<file path="src/rtl/booth_mult_if.sv">
// rtl/booth_mult_if.sv - start/operand/result signal group for the Booth multiplier
interface booth_mult_if #(
    parameter int WIDTH = 32
);
    logic             ctrl_mult;
    logic [WIDTH-1:0] data_operand_a;
    logic [WIDTH-1:0] data_operand_b;
    logic [WIDTH-1:0] data_result;
    logic             data_exception;
    logic             data_result_rdy;
    logic             busy;

    modport master (
        output ctrl_mult, data_operand_a, data_operand_b,
        input  data_result, data_exception, data_result_rdy, busy
    );

    modport slave (
        input  ctrl_mult, data_operand_a, data_operand_b,
        output data_result, data_exception, data_result_rdy, busy
    );
endinterface

</file>
<file path="src/rtl/booth_mult_ctrl.sv">
// rtl/booth_mult_ctrl.sv - sequential radix-2 Booth multiplier, one step per clock
module booth_mult_ctrl #(
    parameter int WIDTH = 32,
    parameter int CNT_W = 6
) (
    input  logic         clk,
    input  logic         reset,
    booth_mult_if.slave  bus
);
    localparam int PW = 2 * WIDTH + 2;
    localparam logic [CNT_W-1:0] STEPS = CNT_W'(WIDTH);

    typedef enum logic [1:0] {IDLE, RUN, DONE} state_t;

    state_t           state_q, state_d;
    logic [CNT_W-1:0] count_q, count_d;
    logic [PW-1:0]    p_q, p_d;
    logic [WIDTH:0]   m_q, m_d;
    logic [WIDTH-1:0] result_q, result_d;
    logic             exc_q, exc_d;

    logic [WIDTH:0]   p_hi;
    logic [WIDTH:0]   p_hi_sum;
    logic [PW-1:0]    p_step;
    logic             overflow;

    // P_hi and M carry one guard bit so subtracting the most negative M cannot wrap
    always_comb begin
        p_hi = p_q[PW-1:WIDTH+1];
        case (p_q[1:0])
            2'b01:   p_hi_sum = p_hi + m_q;
            2'b10:   p_hi_sum = p_hi - m_q;
            default: p_hi_sum = p_hi;
        endcase
        p_step   = {p_hi_sum[WIDTH], p_hi_sum, p_q[WIDTH:1]};
        overflow = (p_hi != {(WIDTH+1){p_q[WIDTH]}});
    end

    always_ff @(posedge clk or negedge reset) begin
        if (!reset) begin
            state_q  <= IDLE;
            count_q  <= '0;
            p_q      <= '0;
            m_q      <= '0;
            result_q <= '0;
            exc_q    <= 1'b0;
        end else begin
            state_q  <= state_d;
            count_q  <= count_d;
            p_q      <= p_d;
            m_q      <= m_d;
            result_q <= result_d;
            exc_q    <= exc_d;
        end
    end

    always_comb begin
        state_d  = state_q;
        count_d  = count_q;
        p_d      = p_q;
        m_d      = m_q;
        result_d = result_q;
        exc_d    = exc_q;
        // A start pulse in any state (re)loads the operands; in RUN it aborts the op in flight
        if (bus.ctrl_mult) begin
            state_d = RUN;
            count_d = '0;
            m_d     = {bus.data_operand_a[WIDTH-1], bus.data_operand_a};
            p_d     = {{(WIDTH+1){1'b0}}, bus.data_operand_b, 1'b0};
        end else begin
            case (state_q)
                RUN: begin
                    if (count_q == STEPS) begin
                        state_d  = DONE;
                        result_d = p_q[WIDTH:1];
                        exc_d    = overflow;
                    end else begin
                        p_d     = p_step;
                        count_d = count_q + 1'b1;
                    end
                end
                DONE:    state_d = IDLE;
                default: state_d = IDLE;
            endcase
        end
    end

    assign bus.data_result     = result_q;
    assign bus.data_exception  = exc_q;
    assign bus.data_result_rdy = (state_q == DONE);
    assign bus.busy            = (state_q == RUN);
endmodule
</file>
<file path="src/flat_wrapper.sv">
// flat-port wrapper written by rule: the top's interface ports become plain ports
module booth_mult_ctrl_flat 
#(
    parameter int WIDTH = 32,
    parameter int CNT_W = 6
)
  (clk, reset, bus_ctrl_mult, bus_data_operand_a, bus_data_operand_b, bus_data_result, bus_data_exception, bus_data_result_rdy, bus_busy);
  booth_mult_if #(.WIDTH(WIDTH)) bus_i ();
  input  logic clk;
  input  logic reset;
  input wire logic [$bits(bus_i.ctrl_mult)-1:0] bus_ctrl_mult;
  input wire logic [$bits(bus_i.data_operand_a)-1:0] bus_data_operand_a;
  input wire logic [$bits(bus_i.data_operand_b)-1:0] bus_data_operand_b;
  output wire logic [$bits(bus_i.data_result)-1:0] bus_data_result;
  output wire logic [$bits(bus_i.data_exception)-1:0] bus_data_exception;
  output wire logic [$bits(bus_i.data_result_rdy)-1:0] bus_data_result_rdy;
  output wire logic [$bits(bus_i.busy)-1:0] bus_busy;
  assign bus_i.ctrl_mult = bus_ctrl_mult;
  assign bus_i.data_operand_a = bus_data_operand_a;
  assign bus_i.data_operand_b = bus_data_operand_b;
  assign bus_data_result = bus_i.data_result;
  assign bus_data_exception = bus_i.data_exception;
  assign bus_data_result_rdy = bus_i.data_result_rdy;
  assign bus_busy = bus_i.busy;
  booth_mult_ctrl #(.WIDTH(WIDTH), .CNT_W(CNT_W)) u_core (.clk(clk), .reset(reset), .bus(bus_i));
endmodule
</file>
<file path="config.mk">
export PLATFORM = sky130hd
export DESIGN_NAME = booth_mult_ctrl_flat
export DESIGN_NICKNAME = d
export VERILOG_FILES = /design/src/rtl/booth_mult_if.sv /design/src/rtl/booth_mult_ctrl.sv /design/src/flat_wrapper.sv
export SDC_FILE = /design/constraint.sdc
export NUM_CORES = 1
export LEC_CHECK = 0
export BUFFER_PORTS_ARGS = -buffer_cell sky130_fd_sc_hd__buf_2
export CAP_MARGIN = 20
export CORE_UTILIZATION = 59
export CTS_BUF_LIST = sky130_fd_sc_hd__clkbuf_16
export CTS_CLUSTER_DIAMETER = 60
export CTS_CLUSTER_SIZE = 28
export DETAILED_ROUTE_END_ITERATION = 12
export GPL_ROUTABILITY_DRIVEN = 0
export PLACE_DENSITY = 0.81
export SKIP_LAST_GASP = 1
export SYNTH_ARGS = -nofsm -noshare
export SYNTH_HDL_FRONTEND = slang
export SYNTH_SLANG_ARGS = --single-unit
</file>
<file path="constraint.sdc">
create_clock -name clk -period 4.8 [get_ports clk]
set_input_delay 0.72 -clock clk [delete_from_list [all_inputs] [get_ports clk]]
set_output_delay 0.72 -clock clk [all_outputs]
set_load 0.01 [all_outputs]
</file>
# Word level (Yosys, flattened, before mapping)
# Index checks and enable logic that the tools add are counted.
# totals
register_bits	139
inputBits	67
elab_cells	31
# op_classes
add_sub_neg	3
eq_ne	8
n_mux	10
bitwise	1
reduce_logical	3
# ops
op	count
$mux W66	3
$pmux W33 S2	1
$add A33 B33 Y33	1
$ne A33 B33 Y1	1
$sub A33 B33 Y33	1
$mux W6	3
$add A6 B1 Y6 const B	1
$eq A6 B6 Y1 const B	1
$mux W2	3
$eq A2 B1 Y1 const B	2
$eq A2 B2 Y1 const B	2
$ne A3 B2 Y1 const B	1
$reduce_and A3 Y1	1
$ne A2 B2 Y1 const B	1
$reduce_and A2 Y1	1
$reduce_bool A2 Y1	1
$not A1 Y1	1

# Longest topological paths before layout
# logic_depth
word_depth	5
ltp_mapped	17
ltp_nobuf	16

# Worst setup path before layout
# No wires, ideal clock.
# synth_path
path_kind	reg2reg
startpoint	register u_core.m_q[3]
endpoint	register u_core.p_q[56]
setup_time_ns	0.083
arrival_ns	3.582
path_slack_ns	1.135
path_stages_with_launch	16
n_path_buf	2
path_cell_list	dfrtp_1 > or4_4 > nor4_1 > and2_2 > a21oi_1 > xnor2_1 > ha_1 > clkbuf_1 > a21oi_1 > o21ai_0 > or3_1 > clkbuf_1 > a21boi_0 > o21ai_0 > xnor2_1 > o21ai_0
# synth_via
elab_chain_cells	5
word_cells_on_any_way	6
classes_between	add/sub (2); mux (4)
# synth_rtl
element	line_no	source
start: declaration	booth_mult_ctrl.sv:18	logic [WIDTH:0] m_q, m_d;
start signal: assignment	booth_mult_ctrl.sv:51	m_q <= m_d;
$sub A33 B33 Y33 or $add A33 B33 Y33 (tied branches)	booth_mult_ctrl.sv:32, booth_mult_ctrl.sv:31	
$pmux W33 S2 (*)	booth_mult_ctrl.sv:30	case (p_q[1:0])
$mux W66 (*)	booth_mult_ctrl.sv:73	if (count_q == STEPS) begin
$mux W66 (*)	booth_mult_ctrl.sv:71	case (state_q)
$mux W66 (*)	booth_mult_ctrl.sv:65	if (bus.ctrl_mult) begin
end signal: assignment	booth_mult_ctrl.sv:50	p_q <= p_d;
end: declaration	booth_mult_ctrl.sv:17	logic [PW-1:0] p_q, p_d;
# Mark *: on every way between the ends. The rest lies on a longest branch, timed or not. The select of a mux whose other input is x is not followed.
# A chain may end at the register's enable or synchronous reset.

# Final worst setup path
# layout_path
startpoint	register u_core.m_q[3]
endpoint	register u_core.p_q[59]
# The elaborated chain is that of the path after synthesis.

==> impl_metrics.tcl <==
set metrics [dict create \
    tritoncts "done" \
    drive_gt1_share_pct 17.40 \
    utilization_pct 70.56 \
    hold_path_class "in2async" \
    rsz0062_at_grt "no" \
    grt_usage_pct 29.36 \
    grt_pass1_wl_um 33240 \
    cts_buffer_depth 2 \
    first_iter_violations 514 \
    combPwrFrac_pct 37.7 \
    cp.required_ns 5.07 \
    pwr_density_cell_nw_per_um2 494.4 \
    hpwl_um 13890 \
    postRouteAntennaNets 0 \
    viasPerCell 5.946 \
    stdcell_count 1195 \
    clkTransAtPathRegs_ns 0.07 \
    area_growth_syn_to_layout_pct 14.90 \
    clock_latency_ns 0.42 \
    cp-start-kind "flop" \
    routed_wirelength_um 19910 \
    grt_start_max_net_pins 104 \
    cts_setup_buffers 0 \
    ir_drop_mv 0.4255 \
    synth_edf_count 0 \
    cts_sinks 138 \
    arrival_ns 4.54 \
    crit_type "reg2reg" \
    nets 1108 \
    placed_cells 1161 \
    antenna_found_initial 2 \
    whs_ns 0.3822 \
    num_vias 7105 \
    cts_resized 0 \
    coreArea_um2 13400 \
    outcome "finished clean" \
    dieArea_um2 14420 \
    slew_violations 0 \
    holdBufCountCts 0 \
    root_buffer "clkbuf_16" \
    dr.pass1.iters 5 \
    seq_power_share_pct 34.0 \
    drv_cap 0 \
    hold_viol 0 \
    p_clk_share_pct 28.2 \
    syn_nets 1022 \
    p_int_mw 2.863 \
    endpoint_kind "flop" \
    p_sw_share_pct 38.75 \
    cts_made_buffers 17 \
    synth_seq_cells 138 \
    crit_fanout 7 \
    synth-seq-area-share_pct 41.96 \
    finalSetupViolCount 0 \
    synth_area_um2 8229 \
    skew_ns 0.01032 \
    synth-warning-count 0 \
    drcViolationCount 0 \
    worst_pin_slew_ns 1.062 \
    grt_pass1_vias 6833 \
    placedInstanceArea_um2 8860 \
    ios 102 \
    relSlewSlack_pct 29.12 \
    wl_per_cell_um 16.66 \
    synth.distinct_cells 56 \
    max_freq_mhz 234.2 \
    initial_core_util_pct 61.41 \
    die_w_um 120.1 \
    tns_ns 0 \
    htree_levels 4 \
    layout_commonest_cell "nand2_1" \
    syn_inst 918 \
    final_cell_mix "nand2_1 (184), dfrtp_1 (138), buf_2 (99)" \
    syn_area_per_cell_um2 8.964 \
    fin_crit_ns 4.270 \
    p_sw_mw 1.812 \
    portBuffers 101 \
    die_h_um 120.1 \
    p_leak_nw 4.409 \
    finalCritPeriodShare_pct 88.95 \
    rows 42 \
    synth_ff_type "dfrtp_1" \
    final_area_um2 9455 \
    grt_overflow 0 \
    async_flop_share_pct 100.0 \
]
-- metrics by stage --
stage	total power [mW]	setup WS, ns
6_report	4.675	0.5304
5_1_grt	4.957	0.1719
4_1_cts	4.651	0.6572
2_1_floorplan	2.878	1.135
3_5_place_dp	3.313	0.7579
3_3_place_gp	3.278	0.8566
-- worst paths after layout --
path	startpoint	endpoint	slack, ns	depth (start not counted)
worst max-delay path	u_core.m_q[3]	u_core.p_q[59]	0.53	14
worst min-delay path	reset	u_core.m_q[11]	0.38	1
worst max register to register	u_core.m_q[3]	u_core.p_q[59]	0.53	14
worst min register to register	u_core.bus.data_result[12]	u_core.bus.data_result[12]	0.47	2
max in group asynchronous	reset	u_core.p_q[35]	3.41	2
min in group clk	u_core.bus.data_result[12]	u_core.bus.data_result[12]	0.47	2
-- registers in the layout, indices dropped and copies added, names as in the netlist --
signal	flops
u_core.state_q	2
u_core.count_q	6
u_core.p_q	65
u_core.bus.data_exception	1
u_core.bus.data_result	32
u_core.m_q	32
-- final cells by class --
class	count	area (µm²)
Timing Repair Buffer	109	574.3
Antenna cell	2	5.005
Fill cell	1096	3945
Multi-Input combinational cell	717	4533
Clock inverter	15	165.2
Tap cell	176	220.2
Sequential cell	138	3453
Clock buffer	17	425.4
Inverter	21	78.83
-- power groups by stage --
stage / Clock, mW / Combinational (mW) / Sequential, mW
finish: 1.32 / 1.76 / 1.59
global route: 1.38 / 1.96 / 1.62
CTS: 1.34 / 1.73 / 1.58
detailed placement: 0 / 1.71 / 1.60
global placement: 0 / 1.68 / 1.59
floorplan: 0 / 1.36 / 1.52
-- cells by family after synthesis --
kind of cell    after synthesis  synth area share (%)
simple gates                323                 17.41
compound gates              230                 17.09
flops                       138                 41.96
xor+xnor                     67                 7.131
buf+inv                      63                 2.980
mux                          60                 7.709
fa+ha+maj                    37                 5.717
-- worst max-delay path, stage by stage (launching register included) --
cell and delay (ns):
dfrtp_1 0.43, or4_4 0.55, nor4_1 0.45, and2_2 0.35, a21oi_1 0.11, xnor2_1 0.13
ha_1 0.40, and3_1 0.24, nand2_1 0.12, nor3_1 0.26, nand2_1 0.08, o21ai_0 0.48
a21boi_0 0.25, xnor2_1 0.18, o21ai_0 0.09
-- cells in the mapped netlist, drive strengths merged, types with 4 or more instances --
cell type  instances  share of area [%]
nor4              11               0.91
xor2              22                2.3
and3               7               0.55
ha                36                5.5
inv               21               0.96
o211ai             9               0.82
a22oi             21                1.9
nand4             14                1.1
nor2b              4               0.30
a211oi             6               0.61
nor2              55                2.5
mux2              27                3.7
mux2i             33                4.0
o21ai             92                5.6
a31oi             11               0.84
nor3              18                1.2
o21bai             5               0.46
or4                4               0.41
nand2            185                8.4
buf                9               0.52
nand3             10               0.61
o21a               4               0.36
xnor2             45                4.8
a22o               6               0.64
o31ai              4               0.36
clkbuf            33                1.5
a21o              13                1.2
a21oi             46                2.8
dfrtp            138                 42
nand2b             5               0.38
o41ai              4               0.61
-- per-layer routing --
metal / wire length, µm / track usage, % / part of all wire [%] / vias to the layer above
li1: - / - / - / 3426
met1: 8593 / 38.48 / 43 / 3389
met2: 9506 / 46.98 / 48 / 252
met3: 1448 / 7.700 / 7.3 / 38
met4: 361 / 10.16 / 1.8 / 0
met5: 0 / 0 / 0 / -
Power figures use the tool's default switching activity.
